<file path="config.mk">
export PLATFORM = sky130hd
export DESIGN_NAME = ps2_key_decoder
export DESIGN_NICKNAME = d
export VERILOG_FILES = /design/src/rtl/ps2_key_decoder.sv
export SDC_FILE = /design/constraint.sdc
export NUM_CORES = 1
export LEC_CHECK = 0
export CORE_UTILIZATION = 45
export DETAILED_ROUTE_END_ITERATION = 7
export PLACE_DENSITY = 0.69
export SYNTH_ARGS = -nofsm -noshare
export SYNTH_HDL_FRONTEND = slang
export SYNTH_SLANG_ARGS = --single-unit
</file>
<file path="constraint.sdc">
create_clock -name clk -period 1.6 [get_ports clk]
set_input_delay 0.32 -clock clk [delete_from_list [all_inputs] [get_ports clk]]
set_output_delay 0.32 -clock clk [all_outputs]
set_load 0.005 [all_outputs]
</file>
<file path="src/rtl/ps2_key_decoder.sv">
// PS/2 keyboard receiver: synchronizes keyclk/keyinput, deframes 11-bit frames, tracks E0/F0
// prefixes and keeps per-arrow held flags. Optional odd-parity checking under PS2_PARITY_CHECK_EN.
module ps2_key_decoder #(
    parameter int TIMEOUT_CYCLES = 20000
) (
    input  logic       clk,
    input  logic       rst,
    input  logic       keyclk,
    input  logic       keyinput,
    output logic [7:0] last_code,
    output logic       code_valid,
    output logic       key_break,
    output logic [3:0] dir_held,
    output logic       frame_err,
    output logic [4:0] debug_state   // {ext, brk, parity bit, frame state}
);
    localparam int TW = $clog2(TIMEOUT_CYCLES + 1);
    localparam logic [TW-1:0] TERM = TW'(TIMEOUT_CYCLES - 1);

    typedef enum logic [1:0] {S_IDLE, S_DATA, S_PARITY, S_STOP} state_t;

    state_t          state, state_n;
    logic [2:0]      clk_sync;
    logic [1:0]      dat_sync;
    logic [2:0]      bit_cnt, bit_cnt_n;
    logic [7:0]      shift, shift_n;
    logic            par, par_n;
    logic [TW-1:0]   to_cnt;
    logic            ext, brk;
    logic            fall, bit_in, par_ok, timeout, byte_ok, frm_bad;
    logic [3:0]      arrow_mask;

    // Sync flops reset high so a released reset never looks like a keyclk falling edge.
    always_ff @(posedge clk or posedge rst) begin
        if (rst) begin
            clk_sync <= 3'b111;
            dat_sync <= 2'b11;
        end else begin
            clk_sync <= {clk_sync[1:0], keyclk};
            dat_sync <= {dat_sync[0], keyinput};
        end
    end

    assign fall   = clk_sync[2] & ~clk_sync[1];
    assign bit_in = dat_sync[1];

`ifdef PS2_PARITY_CHECK_EN
    assign par_ok = ^{shift, par};
`else
    assign par_ok = 1'b1;
`endif

    assign timeout = (state != S_IDLE) && !fall && (to_cnt == TERM);

    always_ff @(posedge clk or posedge rst) begin
        if (rst) begin
            state   <= S_IDLE;
            bit_cnt <= '0;
            shift   <= '0;
            par     <= 1'b0;
            to_cnt  <= '0;
        end else begin
            state   <= state_n;
            bit_cnt <= bit_cnt_n;
            shift   <= shift_n;
            par     <= par_n;
            if (state == S_IDLE || fall || timeout)
                to_cnt <= '0;
            else
                to_cnt <= to_cnt + 1'b1;
        end
    end

    always_comb begin
        state_n   = state;
        bit_cnt_n = bit_cnt;
        shift_n   = shift;
        par_n     = par;
        byte_ok   = 1'b0;
        frm_bad   = 1'b0;
        if (timeout) begin
            state_n = S_IDLE;
            frm_bad = 1'b1;
        end else if (fall) begin
            case (state)
                S_IDLE: if (!bit_in) begin
                    state_n   = S_DATA;
                    bit_cnt_n = '0;
                end
                S_DATA: begin
                    shift_n   = {bit_in, shift[7:1]};
                    bit_cnt_n = bit_cnt + 3'd1;
                    if (bit_cnt == 3'd7) state_n = S_PARITY;
                end
                S_PARITY: begin
                    par_n   = bit_in;
                    state_n = S_STOP;
                end
                S_STOP: begin
                    state_n = S_IDLE;
                    if (bit_in && par_ok) byte_ok = 1'b1;
                    else                  frm_bad = 1'b1;
                end
                default: state_n = S_IDLE;
            endcase
        end
    end

    always_comb begin
        case (shift)
            8'h75:   arrow_mask = 4'b1000;
            8'h72:   arrow_mask = 4'b0100;
            8'h6B:   arrow_mask = 4'b0010;
            8'h74:   arrow_mask = 4'b0001;
            default: arrow_mask = 4'b0000;
        endcase
    end

    always_ff @(posedge clk or posedge rst) begin
        if (rst) begin
            last_code  <= 8'h00;
            code_valid <= 1'b0;
            key_break  <= 1'b0;
            dir_held   <= 4'b0000;
            frame_err  <= 1'b0;
            ext        <= 1'b0;
            brk        <= 1'b0;
        end else begin
            code_valid <= 1'b0;
            key_break  <= 1'b0;
            frame_err  <= frm_bad;
            if (frm_bad) begin
                ext <= 1'b0;
                brk <= 1'b0;
            end else if (byte_ok) begin
                if (shift == 8'hE0) begin
                    ext <= 1'b1;
                end else if (shift == 8'hF0) begin
                    brk <= 1'b1;
                end else begin
                    last_code  <= shift;
                    code_valid <= 1'b1;
                    key_break  <= brk;
                    dir_held   <= brk ? (dir_held & ~arrow_mask) : (dir_held | arrow_mask);
                    ext        <= 1'b0;
                    brk        <= 1'b0;
                end
            end
        end
    end

    assign debug_state = {ext, brk, par, state};
endmodule

</file>
==> impl_summary.md <==
Setup path
The critical setup path kind is flop to flop. Data on the critical path arrives at its endpoint at between 1.5 and 2 ns. The worst setup path is captured at a flop. The maximum fanout encountered on the critical timing path is 3. The depth of the most critical reg-to-reg path is 4. The worst register-to-register path begins at shift[5]. The data required time at the worst endpoint is around 1.8 ns. The minimum setup slack among reg-to-reg paths is -0.08 ns. The critical path starts at shift[5]. STA classifies the critical path startpoint as a flop.

Detailed routing
The DRC violation count after routing is 0. After detailed routing, the average wire length per cell comes to between 10 and 15 µm. The count of nets left with antenna violations after detail routing is 0. Dividing the detail-routed via count by the number of cells gives around 5.2. For this block, the initial DRC count from the detailed router was just under 90. The via count is between 1500 and 2000.

Before antenna repair, the detailed router went through 4 iterations. The total detailed-routing wirelength is between 4000 and 5000 µm.

Synth
The cell count after synthesis came out at about 200. The count of yosys warnings during synthesis is 0. A synthesized cell averages around 11 µm². The synthesized cell area is 2300 µm². Of the post-synthesis cell area, the dominant cell type holds 49.9%. The synthesized design spends more area on one cell type than any other, namely dfrtp_1.

The sequential cell area fraction in the yosys report is 55.6%. The number of nets in the synthesized netlist is 214. In the post-synthesis netlist, the biggest area contributors are dfrtp_1 (50%), mux2_2 (7.8%), dfstp_2 (5.7%). In the synthesized netlist the async set-or-reset flop fraction comes to 100%.

The most repeated cell in the gate-level netlist after synthesis is dfrtp_1. The number of enable flip-flop cells after synthesis is 0. The commonest cells after synthesis are dfrtp_1 (46), nor2_1 (20), mux2_2 (16), nand2_1 (13), inv_1 (12). For this run, the leading register cell type out of synthesis is dfrtp_1. The post-synthesis cell type count is 37. Synthesis inferred 51 register bits.

Placement
After legalization and detailed placement, the total HPWL measured between 3000 and 4000 µm. Buffers placed on the I/O ports in this run total 23. The placed cell count is 317.

The cell area after placement is around 2900 µm². The congestion estimate from routability-driven global placement came to ~0.79.

Global routing
The number of antenna violations at the first check in global routing is 0. The sum of overflow across all layers after global routing is 0. The wire length of the first global-routing pass is ~7500 µm. The via count of the first global-routing pass is about 1700.

For this run, the total global-route usage over all layers was measured as 18.7%. Entering global routing, the biggest net connects 24 pins.

Timing
The max-slew violation count is 0. The final clock period utilization by the worst path is 105%. Setup violations remaining at the end of the flow were counted as 21. The highest clock rate is 594 MHz. The final period demand of the worst path is 1.68 ns. The worst pin sits at a relative slew slack of about 77%. The measured slew at the worst slew-check pin is 0.345 ns.

The hold violation count in the final report is 0. Once routing completed, OpenROAD measured the worst setup slack at -0.0842 ns. Setup repair after global routing could not meet its margin everywhere. The worst clock skew is 0.0113 ns.

Cells and area
The area growth from synthesis to layout is 43.0%. In the final layout, flip-flops and latches occupy 1280 µm². Cells with a size suffix above 1 make up about two fifths of the layout. The finished layout cell area is around 3300 µm².

The total inserted antenna cells is 0. The finished layout holds ~330 standard cells, fillers aside. The multi-input combinational cells in the finished layout cover a total of 1210 µm².

The number of fillers in the final layout is about 370. After the last flow step, the layout net total stands at between 200 and 300.

Floorplan
The placeable core region is just under 5000 µm². The die covers approximately 5400 µm². For this configuration, the core starts out at a cell density of 47.8%. Measured along the y axis, the die boundary spans between 70 and 80 µm. The I/O pin count is 24. Row generation in the floorplan step produced 25 rows. The chip width is about 74 µm.

Power
Summed over all cells, the static leakage comes to about 1.4 nW. The total power divided by cell area is roughly 1300 nW/µm². After layout, the design draws a total of ~4.3 mW. Across the VDD grid, the largest voltage drop is 0.773 mV.

Clocking
The clock reaches the later pin of the worst-skew pair after 0.30 ns. After clock tree synthesis, the clock-pin slew on the worst setup and hold paths is around 0.10 ns. CTS placed an instance of clkbuf_8 at the clock tree root. The tree built by TritonCTS fans out to slightly above 50 sinks. TritonCTS built the clock tree. Clock tree synthesis inserted a total of 5 buffers.

The H-tree depth reported by CTS is 2. Counting along the longest clock path gives a buffer depth of 2.

Min path
The min-delay analysis places its worst path in the category primary input to async pin.

Flow run
The max-capacitance violation count is 0.

Outcome
The run finished, with violations left. The checks that failed: setup timing.
per-stage QoR:
stage / setup TNS, ns / setup slack, ns / hold slack, ns / util [%]
2_1_floorplan: -0.371 / -0.0975 / 0.324 / -
3_3_place_gp: -0.536 / -0.0870 / 0.346 / 59.6
3_5_place_dp: -0.978 / -0.118 / 0.347 / 59.6
4_1_cts: -0.378 / -0.0851 / 0.244 / 63.5
5_1_grt: -2.51 / -0.134 / 0.261 / 68.4
6_report: -0.604 / -0.0842 / 0.244 / 68.4
worst max-delay path, stage by stage, from the launching register on:
cell	delay, ns
dfrtp_1	0.37
nand2_2	0.08
or4b_4	0.52
or4b_4	0.50
mux2i_1	0.13
cells in the final DEF, fill, tap and decap left out, types with 3 or more instances in the layout:
cell / n
dfrtp_1: 45
buf_4: 32
clkdlybuf4s50_1: 20
mux2_2: 16
nor2_4: 14
nand2_1: 10
inv_1: 10
xnor2_1: 9
nand3_1: 7
nor2_1: 6
o21ai_0: 6
nand4_1: 6
ha_1: 6
dfstp_2: 5
clkbuf_8: 5
mux2i_1: 4
nor3_1: 4
xor2_1: 4
or4b_4: 4
buf_12: 4
nor4_2: 3
and3_1: 3
clkinv_2: 3
buf_6: 3
power by group:
group	internal [mW]	total, mW	switching (mW)
logic	0.994	1.86	0.869
clock network	0.300	0.716	0.415
registers	1.56	1.76	0.199
logic make-up (layout without fill, tap and decap cells):
| kind of cell | after synthesis | count (layout) | share of synthesized area, % |
|---|---|---|---|
| AND/OR/NAND/NOR | 77 | 77 | 17.9 |
| flip-flops | 51 | 51 | 55.6 |
| multiplexers | 20 | 20 | 9.55 |
| buffers and inverters | 18 | 82 | 3.42 |
| AO/OA/AOI/OAI | 15 | 15 | 4.18 |
| XOR/XNOR | 13 | 13 | 4.94 |
| adder cells (fa/ha/maj) | 8 | 8 | 4.34 |
how the worst min path moves through the flow:
stage,end,slack (ns),cells past startpoint
6_report,to_cnt[11],0.24,2
5_1_grt,to_cnt[11],0.26,2
4_1_cts,to_cnt[11],0.24,2
3_5_place_dp,clk_sync[1],0.35,0
3_3_place_gp,clk_sync[1],0.35,0
2_1_floorplan,clk_sync[0],0.32,0
flip-flops by register name, summed over array words and instances, names as in the netlist, named ones only:
register / count
key_break: 1
dat_sync: 2
par: 1
shift: 8
last_code: 8
state: 2
code_valid: 1
frame_err: 1
ext: 1
clk_sync: 3
to_cnt: 15
brk: 1
bit_cnt: 3
timing repair:
| action | in CTS | in global routing |
|---|---|---|
| gates resized for setup | 16 | 52 |
| hold buffers | 0 | 0 |
| buffers inserted | 5 | 3 |
| pin swaps | 6 | 23 |
| setup endpoints to repair | 28 | 42 |
cell type report:
cell class,count,share of cell area (%)
Clock buffer,5,2.09
Clock inverter,3,0.456
Inverter,12,1.37
Multi-Input combinational cell,133,36.8
Sequential cell,51,39.0
Tap cell,67,2.54
Timing Repair Buffer,62,17.8
per-layer routing:
layer	part of all wire [%]	GRT usage, %	vias to the layer above	routed length, µm
met4	1.7	7.26	0	85
met3	2.7	4.12	10	130
met2	51	30.7	33	2480
met5	0	0	-	0
li1	-	-	827	-
met1	45	24.2	864	2190
Note: power is estimated with default switching activity, not from simulation.
